File: src/rtl/mem_pkg.sv
// mem_pkg: MEMctrl bit positions and memory-stage FSM states shared by decoder, EXE and MEM
package mem_pkg;
  localparam int MC_RD = 0;
  localparam int MC_WR = 1;
  localparam int MC_IO = 2;
  localparam int MC_WORD = 3;
  localparam int MC_ADDR_SEL = 4;
  localparam int MC_W = 7;
  typedef enum logic [1:0] {IDLE, LO, HI, DONE} mem_state_e;
endpackage

File: src/rtl/mem_bus_fsm.sv
// mem_bus_fsm: byte-serial bus sequencer with read-byte capture and stall generation
module mem_bus_fsm
  import mem_pkg::*;
(
  input  logic        clk,
  input  logic        rst,
  input  logic        rd,
  input  logic        wr,
  input  logic        io,
  input  logic        word,
  input  logic [15:0] addr,
  input  logic [15:0] wdata,
  input  logic [15:0] result,
  input  logic [7:0]  bus_rdata,
  input  logic        bus_ack,
  output logic        bus_req,
  output logic        bus_wr,
  output logic        bus_io,
  output logic [15:0] bus_addr,
  output logic [7:0]  bus_wdata,
  output logic        stall,
  output logic [15:0] data_out
);
  mem_state_e state_q, state_d;
  logic [7:0] lo_q, lo_d, hi_q, hi_d;
  logic access;
  assign access = rd | wr;
  // state and captured read bytes; reset abandons any bus transaction in flight
  always_ff @(posedge clk or posedge rst)
    if (rst) begin
      state_q <= IDLE;
      lo_q <= '0;
      hi_q <= '0;
    end else begin
      state_q <= state_d;
      lo_q <= lo_d;
      hi_q <= hi_d;
    end
  // next state and byte capture; acks outside LO/HI are ignored
  always_comb begin
    state_d = state_q;
    lo_d = lo_q;
    hi_d = hi_q;
    case (state_q)
      IDLE: state_d = access ? LO : IDLE;
      LO: if (bus_ack) begin
        lo_d = bus_rdata;
        state_d = word ? HI : DONE;
      end
      HI: if (bus_ack) begin
        hi_d = bus_rdata;
        state_d = DONE;
      end
      default: state_d = IDLE;
    endcase
  end
  // bus drive and stall come straight from the held EXE operands, so they stay stable until ack
  always_comb begin
    bus_req = state_q == LO || state_q == HI;
    bus_wr = wr & ~rd;
    bus_io = io;
    bus_addr = state_q == HI ? addr + 16'd1 : addr;
    bus_wdata = state_q == HI ? wdata[15:8] : wdata[7:0];
    stall = bus_req | (state_q == IDLE & access);
    data_out = (state_q == DONE && rd) ? (word ? {hi_q, lo_q} : {8'h00, lo_q}) : result;
  end
endmodule

File: src/rtl/mem_stage.sv
// mem_stage: memory pipeline stage; operand muxing and WB pass-through (debug ports under MEM_STAGE_DEBUG_EN)
module mem_stage
  import mem_pkg::*;
(
  input  logic        CLK,
  input  logic        RST,
  input  logic [4:0]  Wr_id_in,
  input  logic [7:0]  Fmask_in,
  input  logic [7:0]  Flags_in,
  input  logic [6:0]  MEMctrl_in,
  input  logic [15:0] Result_in,
  input  logic [15:0] Src1_in,
  input  logic [15:0] seqNPC_in,
  input  logic        EOI_in,
  output logic        bus_req,
  output logic        bus_wr,
  output logic        bus_io,
  output logic [15:0] bus_addr,
  output logic [7:0]  bus_wdata,
  input  logic [7:0]  bus_rdata,
  input  logic        bus_ack,
  output logic        stall_out,
`ifdef MEM_STAGE_DEBUG_EN
  input  logic [38:0] DEBUG_uop,
  output logic [38:0] DEBUG_uop_out,
  input  logic        DEBUG_taken,
  output logic        DEBUG_taken_out,
`endif
  output logic [4:0]  Wr_id_out,
  output logic [7:0]  Fmask_out,
  output logic [7:0]  Flags_out,
  output logic [15:0] seqNPC_out,
  output logic        EOI_out,
  output logic [15:0] Data_out
);
  logic [15:0] addr, wdata;
  logic unused_ctrl;
  assign unused_ctrl = ^MEMctrl_in[6:5];
  assign addr = MEMctrl_in[MC_ADDR_SEL] ? Src1_in : Result_in;
  assign wdata = MEMctrl_in[MC_ADDR_SEL] ? Result_in : Src1_in;
  assign Wr_id_out = Wr_id_in;
  assign Fmask_out = Fmask_in;
  assign Flags_out = Flags_in;
  assign seqNPC_out = seqNPC_in;
  assign EOI_out = EOI_in;
`ifdef MEM_STAGE_DEBUG_EN
  assign DEBUG_uop_out = DEBUG_uop;
  assign DEBUG_taken_out = DEBUG_taken;
`endif
  mem_bus_fsm u_fsm (
    .clk(CLK),
    .rst(RST),
    .rd(MEMctrl_in[MC_RD]),
    .wr(MEMctrl_in[MC_WR]),
    .io(MEMctrl_in[MC_IO]),
    .word(MEMctrl_in[MC_WORD]),
    .addr(addr),
    .wdata(wdata),
    .result(Result_in),
    .bus_rdata(bus_rdata),
    .bus_ack(bus_ack),
    .bus_req(bus_req),
    .bus_wr(bus_wr),
    .bus_io(bus_io),
    .bus_addr(bus_addr),
    .bus_wdata(bus_wdata),
    .stall(stall_out),
    .data_out(Data_out)
  );
endmodule

File: config.mk
export PLATFORM = sky130hd
export DESIGN_NAME = mem_stage
export DESIGN_NICKNAME = d
export VERILOG_FILES = /design/src/rtl/mem_pkg.sv /design/src/rtl/mem_bus_fsm.sv /design/src/rtl/mem_stage.sv
export SDC_FILE = /design/constraint.sdc
export NUM_CORES = 1
export LEC_CHECK = 0
export ABC_CLOCK_PERIOD_IN_PS = 4750
export CAP_MARGIN = 20
export CORE_ASPECT_RATIO = 0.9
export CORE_MARGIN = 4
export CORE_UTILIZATION = 54
export DETAILED_ROUTE_END_ITERATION = 8
export DONT_BUFFER_PORTS = 1
export PLACE_DENSITY = 0.7
export REMOVE_ABC_BUFFERS = 1
export SLEW_MARGIN = 5
export SYNTH_ARGS = -nofsm -noshare
export SYNTH_HDL_FRONTEND = slang
export SYNTH_SLANG_ARGS = --single-unit
File: constraint.sdc
create_clock -name CLK -period 4.75 [get_ports CLK]
set_input_delay 0.7125 -clock CLK [delete_from_list [all_inputs] [get_ports CLK]]
set_output_delay 0.7125 -clock CLK [all_outputs]
set_load 0.02 [all_outputs]
==> impl_metrics.toml, run 1 <==
[routing]
drt_drc_violations_left = 0
viasPerCell = 6.83
totalWireLength_um = 6880
vias = 1626
ant_nets = 0
wl_per_cell_um = 28.9
drtIter0Drc = 124
first_pass_iters = 5

[clock_network]
cts_tree = "yes"
clock_latency_ns = 0.25
h-tree-depth = 1
cts_setup_buffers = 0
root_buffer = "clkbuf_8"
cts-buffers-inserted = 3
clock_sinks = 18
postCtsHoldBufs = 0
cts_resized = 0
ctsLongestPathBuffers = 2
path_clk_slew_ns = 0.07

[min_path]
worstHoldPathType = "input pin to asynchronous set/reset pin"

[final_layout]
fin_nets = 287
syn2layout_area_growth_pct = -10.3
seqCellArea_um2 = 450
layout-drive-gt1-share_pct = 21.9
multi_input_area_um2 = 1360
postLayoutCellArea_um2 = 1940
fillers = 380
diodes = 0

[critical_path]
r2r_cells = 4
rr_endpoint = "u_fsm.hi_q[5]"
cp.required_ns = 4.04
criticalPathCategory = "flip-flop to output port"
worstPathArrival_ns = 2.80
r2r-start = "u_fsm.state_q[0]"
end_kind = "output port"
crit_fanout = 14
r2r_slack_ns = 2.76
critPathLaunchType = "flip-flop"

[sta]
fin_crit_sh_pct = 74.0
maxSlewHeadroom_pct = 46.1
skew_ns = 0.000926
drv_slew = 0
final_hold_viol_count = 0
fmax_ghz = 0.284
whs_ns = 0.454
grt_setup_unrepaired = "false"
setup_tns_ns = 0
period_minus_slack_ns = 3.52
worstMarginPinSlew_ns = 0.807
setup_viol = 0

[die]
dieArea_um2 = 5080
core_area_um2 = 3780
io_pins = 170
rows = 21
die_h_um = 68.0
initial_core_util_pct = 57.1
dieWidth_um = 74.7

[placement]
gp_congestion = 0.849
post_dp_cell_area_um2 = 1880
io_buffers = 0
place.detailed.hpwl_um = 5710

[pwr]
power_leakage_nw = 0.727
ir_drop_uv = 255
p_per_area_nw_per_um2 = 450

[synth]
synth_enable_flop_cells = 0
synthMuxAreaShare_pct = 28.5
avgSynthCellArea_um2 = 9.15
synth-simple-area-share_pct = 15.1
netlist_instances = 236
synth_xor_area_share_pct = 6.89
synth.most_common_cell = "buf_4"
synth_compound_area_share_pct = 8.92
synth.top_cells.by_area = "dfrtp_1, mux2_2, buf_4"
synth_top_family_by_area = "multiplexers"
ys_ff_latch = 18
syn_area_um2 = 2160
synth_top_area_share_pct = 20.9
synthDistinctLibCells = 32
yosys.area_share.adder_pct = 3.48
ys.flop_type = "dfrtp_1"
synthTopCellsByCount = "buf_4, mux2_2, nand2_1"
synth-async-reset-ratio_pct = 100
yosysTopAreaCell = "dfrtp_1"
yosysWarnings = 0
ys_seq_area_share_pct = 20.9

[global_routing]
antenna_found_initial = 0
grt_max_degree = 49
overflow = 0
grt_pass1_wl_um = 9730
grt_pass1_vias = 1640
grt_usage_pct = 26.6

[run]
cap_violations = 0

[status]
outcome = "complete, no violations"
sequential cells by signal, summed over array words and instances, names as in the netlist:
name / flops
u_fsm.lo_q: 8
u_fsm.state_q: 2
u_fsm.hi_q: 8
metal layers:
metal	GRT usage, %	vias up	wire length, um
met1	34.2	769	2780
met4	12.9	2	321
met3	14.7	24	1040
li1	-	726	-
met5	7.78	-	38
met2	35.1	105	2700
cell usage in the layout, fill, tap and decap left out, types with 4 or more instances in the layout:
cell and count:
clkbuf_8 4, xor2_1 9, mux2_2 28, mux4_2 8, nand3b_1 6, dfrtp_1 18, nand4_1 5, o21ai_0 13
xnor2_1 8, ha_1 6, nand3_1 13, nand2_1 28, mux2i_1 12, inv_1 4
final cells by class:
type                            count  share of cell area [%]
Clock buffer                        4                    2.84
Inverter                            4                   0.775
Multi-Input combinational cell    166                    70.2
Sequential cell                    18                    23.3
Tap cell                           46                    2.97
power by group:
part	switching [mW]	total [mW]	internal [mW]	leakage [nW]
Combinational	0.288	0.473	0.185	0.484
Clock	0.0491	0.123	0.0735	0.0288
Sequential	0.0432	0.276	0.233	0.214
Total	0.381	0.872	0.491	0.727
worst max path at each step:
stage | from | end | depth (start not counted)
2_1_floorplan | MEMctrl_in[4] | bus_addr[14] | 6
3_3_place_gp | u_fsm.state_q[0] | bus_addr[11] | 6
3_5_place_dp | u_fsm.state_q[0] | bus_addr[11] | 6
4_1_cts | u_fsm.state_q[0] | bus_addr[11] | 6
5_1_grt | u_fsm.state_q[0] | bus_addr[11] | 6
6_report | u_fsm.state_q[0] | bus_addr[11] | 6
critical path: stages, from the launching register on:
cell,delay [ns]
dfrtp_1,0.42
inv_1,0.10
ha_1,0.55
inv_1,0.26
a211oi_2,0.50
nand4_1,0.23
xor2_1,0.50
kinds of logic (layout without fill, tap and decap cells):
family | Yosys count | count (layout)
AOI/OAI and AO/OA | 29 | 29
and+or+nand+nor | 66 | 66
buffers and inverters | 52 | 8
adders and majority gates | 6 | 6
muxes | 48 | 48
xor gates and xnor gates | 17 | 17
DFF | 18 | 18
through the flow:
stage	setup slack [ns]	instances	util (%)	total power, mW
2_1_floorplan	1.98	188	-	0.675
3_3_place_gp	1.56	234	49.7	0.741
3_5_place_dp	1.51	234	49.7	0.759
4_1_cts	1.22	238	51.2	0.883
5_1_grt	1.01	238	51.2	0.939
6_report	1.23	238	51.2	0.872
Power figures use the tool's default switching activity.
==> inputs of run 2 (changes only) <==
--- a/config.mk
+++ b/config.mk
@@ -5,7 +5,8 @@
 export SDC_FILE = /design/constraint.sdc
 export NUM_CORES = 1
 export LEC_CHECK = 0
-export ABC_CLOCK_PERIOD_IN_PS = 4750
+export ABC_AREA = 1
+export ABC_CLOCK_PERIOD_IN_PS = 3450
 export CAP_MARGIN = 20
 export CORE_ASPECT_RATIO = 0.9
 export CORE_MARGIN = 4
==> constraint.sdc (replaced) <==
create_clock -name CLK -period 3.45 [get_ports CLK]
set_input_delay 0.5175 -clock CLK [delete_from_list [all_inputs] [get_ports CLK]]
set_output_delay 0.5175 -clock CLK [all_outputs]
set_load 0.02 [all_outputs]
==> impl_metrics.toml, run 2 <==
[sta]
setup_tns_ns = 0
worstMarginPinSlew_ns = 0.765
whs_ns = 0.253
fin_crit_sh_pct = 84.1
setup_viol = 0
period_minus_slack_ns = 2.90
worst_slack_ns = 0.550
drv_slew = 0
fmax_ghz = 0.345
final_hold_viol_count = 0
skew_ns = 0.000575
maxSlewHeadroom_pct = 48.9
grt_setup_unrepaired = "false"

[routing]
wl_per_cell_um = 19.7
totalWireLength_um = 6790
drt_drc_violations_left = 0
first_pass_iters = 4
drtIter0Drc = 153
ant_nets = 0
viasPerCell = 5.77
vias = 1991

[die]
initial_core_util_pct = 57.7
dieWidth_um = 75.5
io_pins = 170
core_area_um2 = 3840
die_h_um = 68.7
dieArea_um2 = 5190
rows = 21

[critical_path]
end_kind = "output port"
cp.required_ns = 2.93
worstPathArrival_ns = 2.38
crit_buf_inv = 2
crit_fanout = 17
cpMaxStageDelayCell = "o21ai_0"
critPathLaunchType = "flip-flop"
criticalPathCategory = "flip-flop to output port"
crit_chain = "inv_1 > ha_1 > inv_1 > o21ai_0 > o21ai_0"
cpPeakStageDelay_ns = 0.61
path_delay_family = "compound AO/OA/AOI/OAI gates"

[pwr]
ir_drop_uv = 346
total_power_mw = 1.21
power_leakage_nw = 0.962
p_per_area_nw_per_um2 = 624

[global_routing]
grt_pass1_wl_um = 9600
grt_pass1_vias = 1752
grt_usage_pct = 25.2
overflow = 0
grt_max_degree = 40
antenna_found_initial = 0

[synth]
synth-async-reset-ratio_pct = 100
synth.top_cells.by_area = "dfrtp_1, nand2_1, buf_4"
avgSynthCellArea_um2 = 6.32
yosysTopAreaCell = "dfrtp_1"
synth_enable_flop_cells = 0
ys_ff_latch = 18
netlist_instances = 350
yosysWarnings = 0
synth.most_common_cell = "nand2_1"
syn_area_um2 = 2210
synth_top_area_share_pct = 20.4
synthDistinctLibCells = 32
ys_seq_area_share_pct = 20.4
ys.flop_type = "dfrtp_1"
synthTopCellsByCount = "nand2_1, o21ai_0, buf_4"

[placement]
gp_congestion = 0.909
place.detailed.hpwl_um = 5540
io_buffers = 0
place_ws_ns = 0.855

[clock_network]
cts_setup_buffers = 0
cts_resized = 0
cts-buffers-inserted = 3
clock_latency_ns = 0.25
postCtsHoldBufs = 0
cts_tree = "yes"
h-tree-depth = 1
ctsLongestPathBuffers = 2
clock_sinks = 18
path_clk_slew_ns = 0.06
root_buffer = "clkbuf_8"

[final_layout]
final_common_cell = "nand2_1"
final_cell_mix = "nand2_1, o21ai_0, inv_1"
fin_util_pct = 50.5
diodes = 0
syn2layout_area_growth_pct = -12.5
layout-drive-gt1-share_pct = 9.70
top_regs = "u_fsm.hi_q: 8 flops, u_fsm.lo_q: 8 flops, u_fsm.state_q: 2 flops"
fin_nets = 395

[min_path]
worstHoldPathType = "input pin to asynchronous set/reset pin"

[run]
cap_violations = 0

[status]
outcome = "complete, no violations"
run 2: power breakdown:
group          leakage, nW  switching (mW)  internal (mW)  total [mW]
combinational        0.716           0.505          0.187       0.693
clock               0.0216          0.0630         0.0774       0.140
sequential           0.225          0.0637          0.310       0.374
run 2: layout make-up:
class,count,area (um2)
clock buffers,3,41.3
fillers,445,1900
inverters,33,126
multi-input cells,245,1260
flip-flops and latches,18,450
well taps,46,57.6
run 2: path summary, 6_finish.rpt:
path,end,slack (ns),cells after the start,from
setup / recovery,bus_wdata[3],0.55,5,u_fsm.state_q[0]
hold / removal,u_fsm.lo_q[0],0.25,1,RST
setup reg to reg,u_fsm.state_q[0],1.35,6,u_fsm.state_q[0]
hold reg to reg,u_fsm.lo_q[7],0.48,2,u_fsm.lo_q[7]
max in group asynchronous,u_fsm.hi_q[5],2.77,1,RST
min in group CLK,u_fsm.hi_q[3],0.43,2,bus_rdata[3]
run 2: kinds of logic (layout without fill, tap and decap cells):
kind of cell               after synthesis  in the layout  synth area share, %
and+or+nand+nor                        150            150                 29.3
buffers and inverters                   87             36                 22.7
AOI/OAI and AO/OA                       74             74                 17.5
muxes                                    7              7                 3.56
adders and majority gates                6              6                 3.39
xor gates and xnor gates                 8              8                 3.17
DFF                                     18             18                 20.4
run 2: metrics by stage:
stage,cell area (um2),std cells
floorplan,1840,296
global placement,1890,342
detailed placement,1890,342
CTS,1940,345
global route,1940,345
finish,1940,345
run 2: metal layers:
metal	routed length (um)	vias to the layer above	track usage (%)
met1	2520	874	30.1
met2	2640	118	32.9
met4	453	2	16.8
li1	-	972	-
met3	1130	25	14.8
met5	46	-	7.78
run 2: worst register-to-register path, cell delays in order (launching register included):
cell     delay, ns
dfrtp_1       0.44
inv_1         0.11
ha_1          0.43
inv_1         0.39
a21oi_1       0.35
nor2_1        0.07
a22o_1        0.20
